**config.mk**
```make
export PLATFORM = sky130hd
export DESIGN_NAME = apply_pointer
export DESIGN_NICKNAME = d
export VERILOG_FILES = /design/src/rtl/sort_pkg.sv /design/src/rtl/apply_pointer_perm_checker.sv /design/src/rtl/apply_pointer.sv
export SDC_FILE = /design/constraint.sdc
export NUM_CORES = 1
export LEC_CHECK = 0
export BUFFER_PORTS_ARGS = -buffer_cell sky130_fd_sc_hd__buf_2
export CAP_MARGIN = 15
export CORE_MARGIN = 4
export CORE_UTILIZATION = 60
export DETAILED_ROUTE_END_ITERATION = 7
export PLACE_DENSITY = 0.89
export REMOVE_ABC_BUFFERS = 1
export SYNTH_ARGS = -nofsm -noshare
export SYNTH_HDL_FRONTEND = slang
export SYNTH_SLANG_ARGS = --single-unit
```
**constraint.sdc**
```tcl
create_clock -name clk -period 3.2 [get_ports clk]
set_input_delay 0.64 -clock clk [delete_from_list [all_inputs] [get_ports clk]]
set_output_delay 0.64 -clock clk [all_outputs]
set_load 0.05 [all_outputs]
```
**src/rtl/sort_pkg.sv**
```systemverilog
// Constants and state type shared by the sort datapath (find_pointer / apply_pointer).
package sort_pkg;
  localparam int SORT_N  = 9;
  localparam int SORT_W  = 8;
  localparam int SORT_PW = 4;

  typedef enum logic {LOAD, EMIT} state_e;

  localparam logic [SORT_PW-1:0] SORT_LAST = SORT_PW'(SORT_N - 1);
endpackage

```
**src/rtl/apply_pointer_perm_checker.sv**
```systemverilog
// Tracks which original indices a frame's pointers hit; flags out-of-range or repeated pointers.
// Only instantiated when APPLY_POINTER_PERM_CHECK_EN is defined.
module perm_checker #(
  parameter int N  = 9,
  parameter int PW = 4
) (
  input  logic          clk,
  input  logic          rst_n,
  input  logic          load_fire,
  input  logic          load_last,
  input  logic          emit_done,
  input  logic [PW-1:0] ptr,
  output logic          perm_err
);
  logic [N-1:0] seen_q;
  logic         acc_q;
  logic         err_q;
  logic         oob;
  logic         hit;

  always_comb begin
    oob = (int'(ptr) >= N);
    hit = oob || seen_q[ptr];
  end

  // The mask is cleared as the frame enters EMIT, so every LOAD starts clean.
  always_ff @(posedge clk or negedge rst_n) begin
    if (!rst_n) begin
      seen_q <= '0;
      acc_q  <= 1'b0;
      err_q  <= 1'b0;
    end else if (load_fire) begin
      if (load_last) begin
        seen_q <= '0;
        acc_q  <= 1'b0;
        err_q  <= acc_q | hit;
      end else begin
        acc_q <= acc_q | hit;
        if (!oob) seen_q[ptr] <= 1'b1;
      end
    end else if (emit_done) begin
      err_q <= 1'b0;
    end
  end

  assign perm_err = err_q;
endmodule

```
**src/rtl/apply_pointer.sv**
```systemverilog
// Loads a frame of (data, pointer) pairs, then streams data[ptr[k]] for k = 0..N-1.
// Optional permutation check enabled by defining APPLY_POINTER_PERM_CHECK_EN.
module apply_pointer
  import sort_pkg::*;
#(
  parameter int N  = SORT_N,
  parameter int W  = SORT_W,
  parameter int PW = SORT_PW
) (
  input  logic          clk,
  input  logic          rst_n,
  input  logic          in_valid,
  output logic          in_ready,
  input  logic [W-1:0]  in_data,
  input  logic [PW-1:0] in_ptr,
  output logic          out_valid,
  input  logic          out_ready,
  output logic [W-1:0]  out_data,
  output logic [PW-1:0] out_idx,
  output logic          out_last
`ifdef APPLY_POINTER_PERM_CHECK_EN
  ,
  output logic          perm_err
`endif
);
  localparam logic [PW-1:0] LAST = PW'(N - 1);

  state_e        state_q, state_d;
  logic [PW-1:0] cnt_q, cnt_d;
  logic [W-1:0]  data_q [N];
  logic [PW-1:0] ptr_q  [N];
  logic          load_fire, emit_fire, at_last;
  logic [PW-1:0] sel_ptr;

  assign load_fire = (state_q == LOAD) && in_valid;
  assign emit_fire = (state_q == EMIT) && out_ready;
  assign at_last   = (cnt_q == LAST);

  always_comb begin
    state_d = state_q;
    cnt_d   = cnt_q;
    case (state_q)
      LOAD: if (load_fire) begin
        cnt_d = at_last ? '0 : cnt_q + PW'(1);
        if (at_last) state_d = EMIT;
      end
      EMIT: if (emit_fire) begin
        cnt_d = at_last ? '0 : cnt_q + PW'(1);
        if (at_last) state_d = LOAD;
      end
      default: begin
        state_d = LOAD;
        cnt_d   = '0;
      end
    endcase
  end

  always_ff @(posedge clk or negedge rst_n) begin
    if (!rst_n) begin
      state_q <= LOAD;
      cnt_q   <= '0;
    end else begin
      state_q <= state_d;
      cnt_q   <= cnt_d;
    end
  end

  // Buffers are never cleared between frames; LOAD overwrites every slot before EMIT reads it.
  always_ff @(posedge clk or negedge rst_n) begin
    if (!rst_n) begin
      for (int i = 0; i < N; i++) begin
        data_q[i] <= '0;
        ptr_q[i]  <= '0;
      end
    end else if (load_fire) begin
      data_q[cnt_q] <= in_data;
      ptr_q[cnt_q]  <= in_ptr;
    end
  end

  always_comb begin
    sel_ptr   = ptr_q[cnt_q];
    in_ready  = (state_q == LOAD);
    out_valid = (state_q == EMIT);
    out_idx   = out_valid ? cnt_q : '0;
    out_last  = out_valid && at_last;
    out_data  = (out_valid && int'(sel_ptr) < N) ? data_q[sel_ptr] : '0;
  end

`ifdef APPLY_POINTER_PERM_CHECK_EN
  perm_checker #(.N(N), .PW(PW)) u_perm_checker (
    .clk       (clk),
    .rst_n     (rst_n),
    .load_fire (load_fire),
    .load_last (at_last),
    .emit_done (emit_fire && at_last),
    .ptr       (in_ptr),
    .perm_err  (perm_err)
  );
`endif
endmodule

```
==> impl_metrics.prom, run 1 <==
# TYPE chip_impl_metric gauge
chip_impl_metric{name="cp_max_fo",unit=""} 7
chip_impl_metric{name="yosysWarnings",unit=""} 0
chip_impl_metric{name="max-clock-path-buffers",unit=""} 2
chip_impl_metric{name="wirelength",unit="um"} 16730
chip_impl_metric{name="port-buffer-count",unit=""} 30
chip_impl_metric{name="clock_skew",unit="ns"} 0.006605
chip_impl_info{name="mostFrequentLayoutCell",value="mux2_2"} 1
chip_impl_metric{name="async_set_or_reset_register_ratio_after_synthesis",unit="%"} 100.0
chip_impl_info{name="layout.cells.most_common_list",value="mux2_2 (113), dfrtp_1 (109), buf_4 (40), buf_2 (21), nand2_1 (17)"} 1
chip_impl_metric{name="yosys.area.top_type_share",unit="%"} 51.39
chip_impl_metric{name="routed_wire_length_per_instance",unit="um"} 26.85
chip_impl_info{name="critical_path_cell_with_the_highest_stage_delay",value="dfrtp_2"} 1
chip_impl_metric{name="timing.final.hold_violations",unit=""} 0
chip_impl_metric{name="core_area",unit="um^2"} 8806
chip_impl_metric{name="grt.total_usage",unit="%"} 31.41
chip_impl_metric{name="initial_antenna_violation_count",unit=""} 0
chip_impl_metric{name="max_cap_viol_count",unit=""} 0
chip_impl_metric{name="fin_crit_sh",unit="%"} 114.2
chip_impl_metric{name="netlist_instances",unit=""} 426
chip_impl_info{name="hold_class",value="in2async"} 1
chip_impl_metric{name="grt_start_max_net_pins",unit=""} 60
chip_impl_metric{name="utilization",unit="%"} 79.54
chip_impl_metric{name="insertion_delay",unit="ns"} 0.53
chip_impl_metric{name="num-nets-final",unit=""} 522
chip_impl_metric{name="report.final.setup_viol",unit=""} 8
chip_impl_metric{name="clock_sinks",unit=""} 113
chip_impl_info{name="endpoint_kind",value="primary output"} 1
chip_impl_metric{name="dpl.hpwl",unit="um"} 8647
chip_impl_metric{name="synth-seq-area-share",unit="%"} 51.39
chip_impl_metric{name="setup_ws",unit="ns"} -0.4538
chip_impl_metric{name="r2r.worst_path.cells",unit=""} 5
chip_impl_metric{name="setup_total_negative_slack",unit="ns"} -3.102
chip_impl_metric{name="tightest_slew",unit="ns"} 0.8615
chip_impl_metric{name="vias",unit=""} 4294
chip_impl_info{name="grt_setup_unrepaired",value="yes"} 1
chip_impl_info{name="worstSetupStartpointType",value="flop"} 1
chip_impl_info{name="clock_tree_from_tritoncts",value="done"} 1
chip_impl_metric{name="drtPass1Iterations",unit=""} 5
chip_impl_metric{name="synth-seq-cells",unit=""} 113
chip_impl_info{name="crit_chain",value="buf_6, mux2i_1, nor2_1, nor2_1, buf_4, a22oi_2, nor3_2, o21ai_4, nor4_2, buf_4"} 1
chip_impl_metric{name="synthDistinctLibCells",unit=""} 55
chip_impl_info{name="regToRegStartpoint",value="out_valid"} 1
chip_impl_info{name="crit-reg2reg-capture",value="data_q[14]"} 1
chip_impl_metric{name="antenna_violating_nets_post_route",unit=""} 0
chip_impl_metric{name="timing.reg2reg.setup_slack",unit="ns"} 0.92
chip_impl_metric{name="worstPathArrival",unit="ns"} 3.01
chip_impl_metric{name="clock_tree.htree_level_count",unit=""} 4
chip_impl_info{name="status",value="finished, violations left"} 1
chip_impl_metric{name="global_route_wire_length_before_repair",unit="um"} 25860
chip_impl_metric{name="via_per_instance_ratio",unit=""} 6.892
chip_impl_metric{name="dr.first_iter.drc_count",unit=""} 328
chip_impl_metric{name="netlist_area",unit="um^2"} 5503
chip_impl_metric{name="timing.critical_path.required",unit="ns"} 2.56
chip_impl_metric{name="die_area",unit="um^2"} 10770
chip_impl_metric{name="place_congestion",unit=""} 0.9345
chip_impl_info{name="cts_root_buf",value="clkbuf_8"} 1
chip_impl_metric{name="io-pin-count",unit=""} 31
chip_impl_metric{name="slew_headroom",unit="%"} 42.43
chip_impl_metric{name="start_util",unit="%"} 62.49
chip_impl_metric{name="fraction_of_final_layout_cells_sized_beyond_drive_strength_1",unit="%"} 55.53
chip_impl_metric{name="antenna_cells_inserted",unit=""} 0
chip_impl_metric{name="layout_min_cycle_time",unit="ns"} 3.654
chip_impl_metric{name="synth-edff-count",unit=""} 0
chip_impl_metric{name="grt_residual_overflow",unit=""} 0
chip_impl_info{name="critPathKind",value="reg2out"} 1
chip_impl_metric{name="die_span_in_y",unit="um"} 103.8
chip_impl_info{name="dominantRegCellSynth",value="dfrtp_1"} 1
chip_impl_metric{name="rows",unit=""} 34
chip_impl_metric{name="synthToLayoutAreaGrowth",unit="%"} 27.29
chip_impl_metric{name="post-route-drc-count",unit=""} 0
chip_impl_metric{name="chipWidth",unit="um"} 103.8
chip_impl_metric{name="cp_slowest_stage_delay",unit="ns"} 0.47
chip_impl_metric{name="clk_transition_reported_paths",unit="ns"} 0.06
chip_impl_metric{name="max_freq",unit="GHz"} 0.2737
chip_impl_info{name="failing_checks",value="setup timing"} 1
chip_impl_metric{name="avg_cell_area_syn",unit="um^2"} 12.92
chip_impl_metric{name="first_global_vias",unit=""} 4574
chip_impl_info{name="yosysTopAreaCell",value="dfrtp_1"} 1
chip_impl_metric{name="final_max_slew_viol_count",unit=""} 0
chip_impl_metric{name="cts_inserted_buffers",unit=""} 17
chip_impl_info{name="synth_top_cells_by_area",value="dfrtp_1 (51%), mux2_2 (24%), mux2i_1 (2.2%)"} 1
[worst max-delay path: cells and delay by family (launching register included)]
family          cells  cell delay, ns
compound gates      2            0.26
simple gates        4            0.94
mux                 1            0.22
buf+inv             3            0.59
flops               1            0.47
[synth_stat cells, types with 3 or more instances]
cell type / n
mux2_2: 116
dfrtp_1: 113
nand2_1: 19
nor3_1: 16
nand3_1: 14
nor2_1: 13
mux2i_1: 12
clkbuf_1: 10
o21ai_0: 10
o22ai_1: 10
buf_6: 6
a31oi_1: 5
nor4_1: 5
a21oi_1: 4
buf_4: 4
ha_1: 4
mux2_1: 4
o31a_1: 4
and2_1: 3
buf_2: 3
inv_1: 3
mux4_2: 3
nand4_1: 3
nor2b_1: 3
o221ai_1: 3
[cell families (layout without fill, tap and decap cells)]
group | after synthesis | count (layout) | share of synthesized area [%]
AOI/OAI and AO/OA | 56 | 57 | 7.731
DFF | 113 | 113 | 51.39
muxes | 135 | 135 | 27.97
adders and majority gates | 4 | 4 | 0.9095
and+or+nand+nor | 90 | 90 | 8.937
buffers and inverters | 28 | 116 | 3.069
[state kept, by name, summed over array words and instances, names as in the netlist]
register	flops
out_valid	1
cnt_q	4
ptr_q	36
data_q	72
[what timing repair did]
item,in CTS,in global routing
endpoints found under the setup margin,8,8
hold buffers,0,0
buffers inserted,17,4
pin swaps,16,14
resized for setup,58,26
cloned,3,0
[per-layer routing]
metal	up-vias	GRT usage (%)	wire length (um)
met2	281	52.80	8451
met4	0	14.43	886
met1	2186	38.53	6024
met3	86	7.525	1367
met5	-	0	0
li1	1741	-	-
[cell type report]
cell class | instances | area (um^2)
flip-flops and latches | 113 | 2833
multi-input cells | 286 | 2758
fillers | 448 | 1802
repair buffers | 79 | 675.6
clock buffers | 18 | 427.9
clock inverters | 14 | 156.4
well taps | 108 | 135.1
inverters | 5 | 18.77
[stage by stage]
stage	hold WS (ns)	cell area, um^2	instances	worst slack (ns)
after floorplan	0.3444	5353	403	-1.254
after global placement	0.4823	5879	568	0.08618
after detailed placement	0.4910	5879	568	0.02200
after CTS	0.1945	6897	620	-0.2832
after global routing	0.2073	7004	623	-0.5011
final	0.1603	7004	623	-0.4538
[worst max-delay path by stage]
| stage | start | cells past startpoint | slack (ns) | to |
|---|---|---|---|---|
| floorplan | cnt_q[0] | 6 | -1.25 | out_data[0] |
| global placement | cnt_q[0] | 9 | 0.09 | out_data[7] |
| detailed placement | cnt_q[2] | 8 | 0.02 | out_data[1] |
| CTS | cnt_q[0] | 9 | -0.28 | out_data[1] |
| global route | cnt_q[0] | 11 | -0.50 | out_data[7] |
| finish | cnt_q[2] | 10 | -0.45 | out_data[0] |
Power of run 1 is left out: the tool's default activity adds up to more than one toggle a clock period on the data nets, which glitch-free logic cannot reach.
==> run 2, diff against run 1 <==
CTS_BUF_LIST = sky130_fd_sc_hd__clkbuf_16   (was unset)
==> run 2 against run 1 <==
  * The run still ends with setup timing left
  * Cell count is 1.1% higher
  * Global-route usage is 0.24 points higher
  * Fmax is 4.3% higher
==> impl_metrics.prom, run 2 (synthesis results as in run 1) <==
# TYPE chip_impl_metric gauge
chip_impl_metric{name="timing.final.hold_violations",unit=""} 0
chip_impl_metric{name="clk_transition_reported_paths",unit="ns"} 0.06
chip_impl_metric{name="place_ws",unit="ns"} 0.02200
chip_impl_info{name="layout.cells.most_common_list",value="mux2_2 (115), dfrtp_1 (109), buf_4 (39), buf_2 (21), buf_6 (18)"} 1
chip_impl_info{name="largestRegisters",value="data_q: 72 flops, ptr_q: 36 flops, cnt_q: 4 flops"} 1
chip_impl_metric{name="grt.total_usage",unit="%"} 31.65
chip_impl_metric{name="cts_inserted_buffers",unit=""} 17
chip_impl_metric{name="global_route_wire_length_before_repair",unit="um"} 26310
chip_impl_metric{name="die_span_in_y",unit="um"} 103.8
chip_impl_metric{name="wirelength",unit="um"} 17540
chip_impl_metric{name="final_max_slew_viol_count",unit=""} 0
chip_impl_metric{name="initial_antenna_violation_count",unit=""} 0
chip_impl_info{name="largest-register",value="data_q"} 1
chip_impl_metric{name="area.sequential",unit="um^2"} 2833
chip_impl_metric{name="multiInputGateArea",unit="um^2"} 2829
chip_impl_metric{name="tightest_slew",unit="ns"} 0.8771
chip_impl_metric{name="routed_wire_length_per_instance",unit="um"} 27.84
chip_impl_metric{name="slew_headroom",unit="%"} 41.39
chip_impl_metric{name="dpl.hpwl",unit="um"} 8647
chip_impl_metric{name="antenna_cells_inserted",unit=""} 0
chip_impl_metric{name="cts_hold_buffers",unit=""} 0
chip_impl_metric{name="clock_sinks",unit=""} 113
chip_impl_metric{name="post-route-drc-count",unit=""} 0
chip_impl_metric{name="clock_skew",unit="ns"} 0.006513
chip_impl_metric{name="n_fill_cell",unit=""} 400
chip_impl_metric{name="first_global_vias",unit=""} 4675
chip_impl_metric{name="start_util",unit="%"} 62.49
chip_impl_metric{name="die_area",unit="um^2"} 10770
chip_impl_metric{name="max_freq",unit="GHz"} 0.2856
chip_impl_metric{name="drtPass1Iterations",unit=""} 5
chip_impl_info{name="hold_class",value="in2async"} 1
chip_impl_metric{name="via_per_instance_ratio",unit=""} 7.027
chip_impl_metric{name="chipWidth",unit="um"} 103.8
chip_impl_metric{name="antenna_violating_nets_post_route",unit=""} 0
chip_impl_metric{name="clock_tree.htree_level_count",unit=""} 4
chip_impl_info{name="endpoint_kind",value="primary output"} 1
chip_impl_metric{name="r2r.worst_path.cells",unit=""} 5
chip_impl_info{name="status",value="finished, violations left"} 1
chip_impl_metric{name="grt_residual_overflow",unit=""} 0
chip_impl_metric{name="timing.critical_path.required",unit="ns"} 2.56
chip_impl_metric{name="report.final.setup_viol",unit=""} 8
chip_impl_metric{name="dr.first_iter.drc_count",unit=""} 420
chip_impl_info{name="crit-reg2reg-capture",value="data_q[21]"} 1
chip_impl_metric{name="core_area",unit="um^2"} 8806
chip_impl_info{name="grt_setup_unrepaired",value="yes"} 1
chip_impl_metric{name="largest_reg_flops",unit=""} 72
chip_impl_info{name="failing_checks",value="setup timing"} 1
chip_impl_metric{name="setup_total_negative_slack",unit="ns"} -2.087
chip_impl_info{name="mostFrequentLayoutCell",value="mux2_2"} 1
chip_impl_info{name="critPathKind",value="reg2out"} 1
chip_impl_metric{name="insertion_delay",unit="ns"} 0.42
chip_impl_metric{name="place_congestion",unit=""} 0.9345
chip_impl_metric{name="cp_max_fo",unit=""} 7
chip_impl_metric{name="port-buffer-count",unit=""} 30
chip_impl_metric{name="layout_min_cycle_time",unit="ns"} 3.502
chip_impl_metric{name="timing.reg2reg.setup_slack",unit="ns"} 0.85
chip_impl_info{name="worstSetupStartpointType",value="flop"} 1
chip_impl_metric{name="rows",unit=""} 34
chip_impl_metric{name="fin_crit_sh",unit="%"} 109.4
chip_impl_metric{name="max_cap_viol_count",unit=""} 0
chip_impl_metric{name="grt_start_max_net_pins",unit=""} 60
chip_impl_metric{name="vias",unit=""} 4427
chip_impl_info{name="cts_root_buf",value="clkbuf_16"} 1
chip_impl_metric{name="hold_ws",unit="ns"} 0.2660
chip_impl_info{name="clock_tree_from_tritoncts",value="done"} 1
chip_impl_info{name="regToRegStartpoint",value="out_valid"} 1
chip_impl_metric{name="num-nets-final",unit=""} 529
chip_impl_metric{name="max-clock-path-buffers",unit=""} 2
chip_impl_metric{name="synthToLayoutAreaGrowth",unit="%"} 29.88
chip_impl_metric{name="io-pin-count",unit=""} 31
chip_impl_metric{name="setup_ws",unit="ns"} -0.3018
chip_impl_metric{name="fraction_of_final_layout_cells_sized_beyond_drive_strength_1",unit="%"} 57.28
chip_impl_metric{name="worstPathArrival",unit="ns"} 2.86
[run 2: cell count changes in the layout (fill, tap and decap cells not counted), moves of 2 or more]
cell	change
buf_6	+6
clkbuf_8	-2
mux2_2	+2
nand3_1	-2
nand3_2	+2
nor3_4	+2
o21ai_1	-2
o2bb2ai_1	-2
o2bb2ai_2	+2
[run 2: cell type report]
type | count | area share, %
flip-flops and latches | 113 | 39.64
multi-input cells | 287 | 39.58
repair buffers | 85 | 10.43
clock buffers | 17 | 5.952
clock inverters | 15 | 2.241
well taps | 108 | 1.891
inverters | 5 | 0.2626
[run 2: worst max-delay path by stage]
stage	startpoint	cells past startpoint	to	slack, ns
2_1_floorplan	cnt_q[0]	6	out_data[0]	-1.25
3_3_place_gp	cnt_q[0]	9	out_data[7]	0.09
3_5_place_dp	cnt_q[2]	8	out_data[1]	0.02
4_1_cts	cnt_q[2]	10	out_data[1]	-0.20
5_1_grt	cnt_q[2]	10	out_data[7]	-0.38
6_report	cnt_q[0]	9	out_data[0]	-0.30
[run 2: timing repair]
| action | 4_1_cts | 5_1_grt |
|---|---|---|
| pin swaps | 19 | 22 |
| setup endpoints to repair | 8 | 8 |
| resized for setup | 65 | 39 |
| setup buffers | 17 | 9 |
| cloned | 3 | 1 |
| hold endpoints to repair | 0 | 0 |
[run 2: metal layers]
layer	vias to the layer above	part of all wire, %	global-route usage, %
met2	328	48	51.03
met4	0	7.3	17.47
met3	126	8.6	9.764
met1	2216	36	38.04
li1	1757	-	-
met5	-	0	0
[run 2: critical path, stage by stage (launching register included)]
cell	delay, ns
dfrtp_2	0.42
mux4_2	0.55
nand3_4	0.11
o31a_4	0.21
nand2_8	0.08
buf_4	0.15
nor3_4	0.17
o21ai_4	0.15
nor4_2	0.35
buf_4	0.26
[run 2: metrics by stage]
stage          std cells  instance area (um^2)  util [%]
2_1_floorplan        403                  5353         -
3_3_place_gp         568                  5879     66.77
3_5_place_dp         568                  5879     66.77
4_1_cts              620                  6905     78.42
5_1_grt              630                  7147     81.16
6_report             630                  7147     81.16
Power of run 2 is left out for the same reason.
